[config.mk]
export PLATFORM = sky130hd
export DESIGN_NAME = fetch_unit
export DESIGN_NICKNAME = d
export VERILOG_FILES = /design/src/rtl/fetch_unit.sv
export SDC_FILE = /design/constraint.sdc
export NUM_CORES = 1
export LEC_CHECK = 0
export CAP_MARGIN = 20
export CELL_PAD_IN_SITES_DETAIL_PLACEMENT = 0
export CELL_PAD_IN_SITES_GLOBAL_PLACEMENT = 1
export CORE_MARGIN = 2
export CORE_UTILIZATION = 29
export DETAILED_ROUTE_END_ITERATION = 10
export MAX_ROUTING_LAYER = met4
export PLACE_DENSITY_LB_ADDON = 0.1
export RECOVER_POWER = 100
export SLEW_MARGIN = 0
export SYNTH_ARGS = -nofsm -noshare
export SYNTH_HDL_FRONTEND = slang
export SYNTH_SLANG_ARGS = --single-unit
[constraint.sdc]
create_clock -name clk -period 2.6 [get_ports clk]
set_input_delay 0.26 -clock clk [delete_from_list [all_inputs] [get_ports clk]]
set_output_delay 0.26 -clock clk [all_outputs]
set_load 0.005 [all_outputs]
[src/rtl/fetch_unit.sv]
// Instruction fetch unit: one outstanding imem request, registered Instr/PC handed to decode.
// Define FETCH_MISALIGN_CHECK_EN to trap misaligned redirects into a sticky HALT state.
module fetch_unit #(
    parameter logic [31:0] RESET_PC = 32'h0000_0000
) (
    input  logic        clk,
    input  logic        reset,
    output logic        imem_req,
    output logic [31:0] imem_addr,
    input  logic        imem_ready,
    input  logic        imem_rvalid,
    input  logic [31:0] imem_rdata,
    input  logic        stall,
    input  logic        PCSrc,
    input  logic [31:0] PCTarget,
    output logic [31:0] Instr,
    output logic [31:0] PC,
    output logic [31:0] PCPlus4,
    output logic        instr_valid,
    output logic        misalign
);

    localparam logic [31:0] NOP = 32'h0000_0013;

    typedef enum logic [2:0] {
        S_IDLE,
        S_REQ,
        S_WAIT,
        S_HOLD
`ifdef FETCH_MISALIGN_CHECK_EN
        , S_HALT
`endif
    } state_t;

    state_t      state;
    state_t      state_next;
    logic [31:0] pc_next;
    logic [31:0] instr_next;
    logic        consume;

    assign PCPlus4   = PC + 32'd4;
    assign imem_addr = PC;
    assign consume   = (state == S_HOLD) && !stall;

`ifdef FETCH_MISALIGN_CHECK_EN
    logic misalign_q;
    logic misalign_next;
    logic bad_target;

    assign bad_target = PCSrc && (PCTarget[1:0] != 2'b00);
    assign misalign   = misalign_q;
`else
    assign misalign = 1'b0;
`endif

    always_comb begin
        // NOTE: every signal written here gets a default first so no path can infer a latch.
        state_next  = state;
        pc_next     = PC;
        instr_next  = Instr;
        imem_req    = 1'b0;
        instr_valid = 1'b0;
`ifdef FETCH_MISALIGN_CHECK_EN
        misalign_next = misalign_q;
`endif
        case (state)
            S_IDLE: state_next = S_REQ;
            S_REQ: begin
                imem_req = 1'b1;
                if (imem_ready) begin
                    if (imem_rvalid) begin
                        instr_next = imem_rdata;
                        state_next = S_HOLD;
                    end else begin
                        state_next = S_WAIT;
                    end
                end
            end
            S_WAIT: begin
                if (imem_rvalid) begin
                    instr_next = imem_rdata;
                    state_next = S_HOLD;
                end
            end
            S_HOLD: begin
                instr_valid = 1'b1;
                // PCSrc/PCTarget only matter on the consume cycle.
                if (consume) begin
`ifdef FETCH_MISALIGN_CHECK_EN
                    if (bad_target) begin
                        misalign_next = 1'b1;
                        state_next    = S_HALT;
                    end else begin
                        pc_next    = PCSrc ? PCTarget : PCPlus4;
                        state_next = S_REQ;
                    end
`else
                    pc_next    = PCSrc ? (PCTarget & 32'hFFFF_FFFC) : PCPlus4;
                    state_next = S_REQ;
`endif
                end
            end
`ifdef FETCH_MISALIGN_CHECK_EN
            S_HALT: state_next = S_HALT;
`endif
            default: state_next = S_IDLE;
        endcase
    end

    always_ff @(posedge clk or posedge reset) begin
        // NOTE: state registers use non-blocking assignments so all flops update together at the edge.
        if (reset) begin
            state <= S_IDLE;
            PC    <= RESET_PC;
            Instr <= NOP;
`ifdef FETCH_MISALIGN_CHECK_EN
            misalign_q <= 1'b0;
`endif
        end else begin
            state <= state_next;
            PC    <= pc_next;
            Instr <= instr_next;
`ifdef FETCH_MISALIGN_CHECK_EN
            misalign_q <= misalign_next;
`endif
        end
    end

endmodule

==> report_table.html <==
<table>
<tr><th>Metric</th><th>Value</th></tr>
<tr><th colspan="2">Pwr</th></tr>
<tr><td>Clock share of power</td><td>0.182</td></tr>
<tr><td>Maximum resistive drop on vdd</td><td>around 370 uV</td></tr>
<tr><td>Internal power contribution</td><td>4.49 mW</td></tr>
<tr><td>Power per cell area</td><td>between 1000 and 1500 nW/um2</td></tr>
<tr><td>Design Power</td><td>6.71 mW</td></tr>
<tr><td>Fraction of power consumed by combinational cells</td><td>0.543</td></tr>
<tr><td>Switching Share</td><td>0.331</td></tr>
<tr><td>Net switching component of the power</td><td>2.22 mW</td></tr>
<tr><td>Relative contribution of sequential cells to total power</td><td>0.275</td></tr>
<tr><td>Leak</td><td>2.64 nW</td></tr>
<tr><th colspan="2">Yosys</th></tr>
<tr><td>Number of distinct library cell variants in the gate-level netlist after synthesis</td><td>57</td></tr>
<tr><td>Synth area leader</td><td>dfrtp_1</td></tr>
<tr><td>Most used flip-flop cell after synthesis</td><td>dfrtp_1</td></tr>
<tr><td>Number of storage elements in the synthesis netlist</td><td>64</td></tr>
<tr><td>Number of enable flip-flop cells after synthesis</td><td>0</td></tr>
<tr><td>Mean area per synthesized cell</td><td>9.75 um2</td></tr>
<tr><td>Seq/Total Area, Yosys</td><td>0.411</td></tr>
<tr><td>Fraction of registers with async set/reset</td><td>1.00</td></tr>
<tr><td>Cells after synthesis</td><td>401</td></tr>
<tr><td>Fraction of post-synthesis cell area in the top cell type by area</td><td>0.390</td></tr>
<tr><td>Warnings, synthesis</td><td>0</td></tr>
<tr><td>Post-synth design cell area</td><td>3910 um2</td></tr>
<tr><td>Largest cells by area after synthesis</td><td>dfrtp_1 (39%), mux2_2 (9.2%), buf_4 (7.1%), xnor2_1 (3.8%), nand2_1 (3.1%)</td></tr>
<tr><td>Top cells by count, synth</td><td>dfrtp_1 (61), buf_4 (37), mux2_2 (32), nand2_1 (32), nor2_1 (22)</td></tr>
<tr><td>Library cell with the highest instance count after synthesis</td><td>dfrtp_1</td></tr>
<tr><th colspan="2">Floorplan</th></tr>
<tr><td>Die footprint</td><td>14400 um2</td></tr>
<tr><td>Effective utilization at floorplan</td><td>0.296</td></tr>
<tr><td>Core area</td><td>13200 um2</td></tr>
<tr><td># IOs</td><td>201</td></tr>
<tr><td>Vert. Die Dim</td><td>roughly 120 um</td></tr>
<tr><td>Width of the chip</td><td>roughly 120 um</td></tr>
<tr><td>Standard-cell rows</td><td>42</td></tr>
<tr><th colspan="2">Placed design</th></tr>
<tr><td>Worst Setup Slack post-DPL</td><td>185 ps</td></tr>
<tr><td>Placer Congestion</td><td>between 0.8 and 0.9</td></tr>
<tr><td>Port Buffers</td><td>about 190</td></tr>
<tr><td>Post-DP Area</td><td>5960 um2</td></tr>
<tr><td>Number of placed instances, taps included</td><td>between 700 and 800</td></tr>
<tr><td>Half-perimeter wire length after detailed placement</td><td>slightly below 9000 um</td></tr>
<tr><th colspan="2">Clocking</th></tr>
<tr><td>Cts bufs inserted</td><td>9</td></tr>
<tr><td>Root cell of the clock tree</td><td>clkbuf_16</td></tr>
<tr><td>Clk pin slew, worst setup/hold paths</td><td>roughly 50 ps</td></tr>
<tr><td>Number of clock sinks</td><td>between 60 and 70</td></tr>
<tr><td>H-tree Lvls</td><td>3</td></tr>
<tr><td>Hold buffer count at CTS</td><td>0</td></tr>
<tr><td>CTS tree</td><td>built</td></tr>
<tr><td>Clock insertion delay at the later pin of the skew report</td><td>330 ps</td></tr>
<tr><td>Deepest clock path buffer count</td><td>2</td></tr>
<tr><th colspan="2">Setup path</th></tr>
<tr><td>Max FO, Critical Path</td><td>4</td></tr>
<tr><td>Worst EP required</td><td>2340 ps</td></tr>
<tr><td>CP Data Arrival Time</td><td>2230 ps</td></tr>
<tr><td>Startpoint type of the worst setup path</td><td>flop</td></tr>
<tr><td>Worst reg2reg path endpoint</td><td>PC[10]$_DFFE_PP0P_</td></tr>
<tr><td>Critical path start-end classification</td><td>reg -&gt; out</td></tr>
<tr><td>Slack of the worst reg-to-reg path</td><td>between 400 and 500 ps</td></tr>
<tr><td>Worst r2r src</td><td>state[0]$_DFFE_PP0P_</td></tr>
<tr><td>Cell count of the worst reg-to-reg path</td><td>5</td></tr>
<tr><td>Crit path capture type</td><td>output pin</td></tr>
<tr><th colspan="2">Drt</th></tr>
<tr><td>Wire per inst</td><td>15.5 um</td></tr>
<tr><td>Number of nets with antenna violations after routing</td><td>0</td></tr>
<tr><td>Post-route DRC</td><td>0</td></tr>
<tr><td>DR vias</td><td>3651</td></tr>
<tr><td>Starting DRT DRC Count</td><td>195</td></tr>
<tr><td>Wirelength, routed</td><td>12000 um</td></tr>
<tr><td>First-pass DRT Iterations</td><td>4</td></tr>
<tr><td>Vias per inst</td><td>4.69</td></tr>
<tr><th colspan="2">Job</th></tr>
<tr><td>Maxcap violations</td><td>0</td></tr>
<tr><th colspan="2">Status</th></tr>
<tr><td>Result of the run</td><td>finished, final reports clean</td></tr>
<tr><th colspan="2">Cells and area</th></tr>
<tr><td>Ant. Diodes</td><td>0</td></tr>
<tr><td>Nets</td><td>roughly 670</td></tr>
<tr><td>Share of final-layout standard cells stronger than drive strength 1</td><td>0.183</td></tr>
<tr><td>Final cell area excluding filler cells</td><td>6380 um2</td></tr>
<tr><td>Final instance count without filler cells</td><td>778</td></tr>
<tr><td>Post-synthesis to final-layout area growth</td><td>63.1%</td></tr>
<tr><th colspan="2">Global routing</th></tr>
<tr><td>Global-route wire length before repair</td><td>between 15000 and 20000 um</td></tr>
<tr><td>Number of global-route vias before repair</td><td>3597</td></tr>
<tr><td>Remaining global-route overflow</td><td>0</td></tr>
<tr><td>Total routing usage reported by global routing</td><td>0.175</td></tr>
<tr><td>Pin count of the biggest net entering global routing</td><td>46</td></tr>
<tr><td>Initial antenna violation count</td><td>0</td></tr>
<tr><th colspan="2">Timing</th></tr>
<tr><td>Transition time at the pin with the least slew margin</td><td>around 1200 ps</td></tr>
<tr><td>Final period demand of the worst path</td><td>2490 ps</td></tr>
<tr><td>Pins Over Slew Limit</td><td>0</td></tr>
<tr><td>Maximum achievable frequency</td><td>402 MHz</td></tr>
<tr><td>Max-Slew Margin vs Limit</td><td>0.225</td></tr>
<tr><td># setup viols final</td><td>0</td></tr>
<tr><td>Maximum clock skew at final layout</td><td>4.51 ps</td></tr>
<tr><td>Final Hold Violating Endpoints</td><td>0</td></tr>
<tr><td>Unrepaired setup endpoints after global routing</td><td>no</td></tr>
<tr><td>Final period util</td><td>0.956</td></tr>
<tr><td>Post-route worst setup slack</td><td>113 ps</td></tr>
<tr><td>Final-layout setup total negative slack</td><td>0 ps</td></tr>
<tr><th colspan="2">Worst hold path</th></tr>
<tr><td>Min-Delay Startpoint</td><td>PCTarget[2]</td></tr>
<tr><td>Hold EP</td><td>PC[2]$_DFFE_PP0P_</td></tr>
<tr><td>HP Class</td><td>in -&gt; reg</td></tr>
<tr><td>Worst hold path stage count</td><td>3</td></tr>
</table>
-- state kept, by name (all words and copies together), names as in the netlist --
register  cells
Instr        32
PC           30
state         2
-- logic make-up after synthesis --
kind of cell | synth area share
AND/OR/NAND/NOR | 0.153
AO/OA/AOI/OAI | 0.135
buffers and inverters | 0.120
flip-flops | 0.411
multiplexers | 0.102
XOR/XNOR | 0.0627
adder cells (fa/ha/maj) | 0.0160
other | 0.000959
-- worst max-delay path by stage --
| stage | start | to | slack, ps | depth (start not counted) |
|---|---|---|---|---|
| 6_report | PC[3]$_DFFE_PP0P_ | PCPlus4[10] | 110 | 7 |
| 4_1_cts | PC[3]$_DFFE_PP0P_ | PCPlus4[18] | 8 | 6 |
| 3_5_place_dp | PC[3]$_DFFE_PP0P_ | PCPlus4[18] | 180 | 6 |
| 3_3_place_gp | PC[2]$_DFFE_PP0P_ | PCPlus4[18] | 200 | 6 |
| 5_1_grt | PC[14]$_DFFE_PP0P_ | PCPlus4[26] | 7 | 7 |
| 2_1_floorplan | PC[8]$_DFFE_PP0P_ | PCPlus4[27] | 630 | 6 |
-- power by group through the flow --
stage	clock network [mW]	logic, mW	registers, mW
detailed placement	0	3.97	1.89
floorplan	0	1.62	2.01
CTS	1.27	4.00	1.90
global placement	0	3.94	1.86
global route	1.32	3.99	1.92
finish	1.23	3.65	1.84
-- cell type report --
| type | instances | area, um2 |
|---|---|---|
| fill | 1283 | 6810 |
| timing repair buffer | 242 | 2230 |
| multi-input combinational | 269 | 1970 |
| sequential | 64 | 1610 |
| clock buffer | 14 | 264 |
| tap | 176 | 220 |
| inverter | 11 | 41.3 |
| clock inverter | 2 | 37.5 |
-- timing repair --
item | CTS | global route
pin swaps | 6 | 9
gates resized for setup | 28 | 19
buffers inserted | 2 | 8
setup endpoints to repair | 20 | 14
-- worst max-delay path: stages, from the launching register on --
cell	delay, ps
dfrtp_1	370
ha_1	210
nand3_2	140
buf_4	190
nor2_2	110
and3_2	220
xor2_1	140
clkdlybuf4s50_1	510
-- placed cells by master, fill, tap and decap left out, drive strengths merged, types with 5 or more instances in the layout --
cell and n:
xnor2 17, conb 7, inv 11, mux2 32
o21ai 18, clkdlybuf4s50 97, o22ai 9, a31oi 5
nand2 32, a2bb2oi 8, nor3 9, nand3 21
a21oi 14, nor2 22, nand4 6, buf 30
a22oi 5, ha 5, and3 8, dlygate4sd3 82
dfrtp 61, clkbuf 36, xor2 11
-- stage by stage --
stage                     hold slack, ps  utilization
after global routing                 506        0.483
after CTS                            340        0.482
after global placement               488        0.452
final                                490        0.483
after detailed placement             492        0.452
after floorplan                      405            -
-- per-layer routing --
layer | track usage | vias up | part of all wire
li1 | - | 1770 | -
met1 | 0.221 | 1752 | 0.43
met2 | 0.276 | 115 | 0.49
met3 | 0.0385 | 14 | 0.057
met4 | 0.0596 | 0 | 0.014
met5 | - | - | 0
No activity file was read; power rests on OpenSTA's default activity.
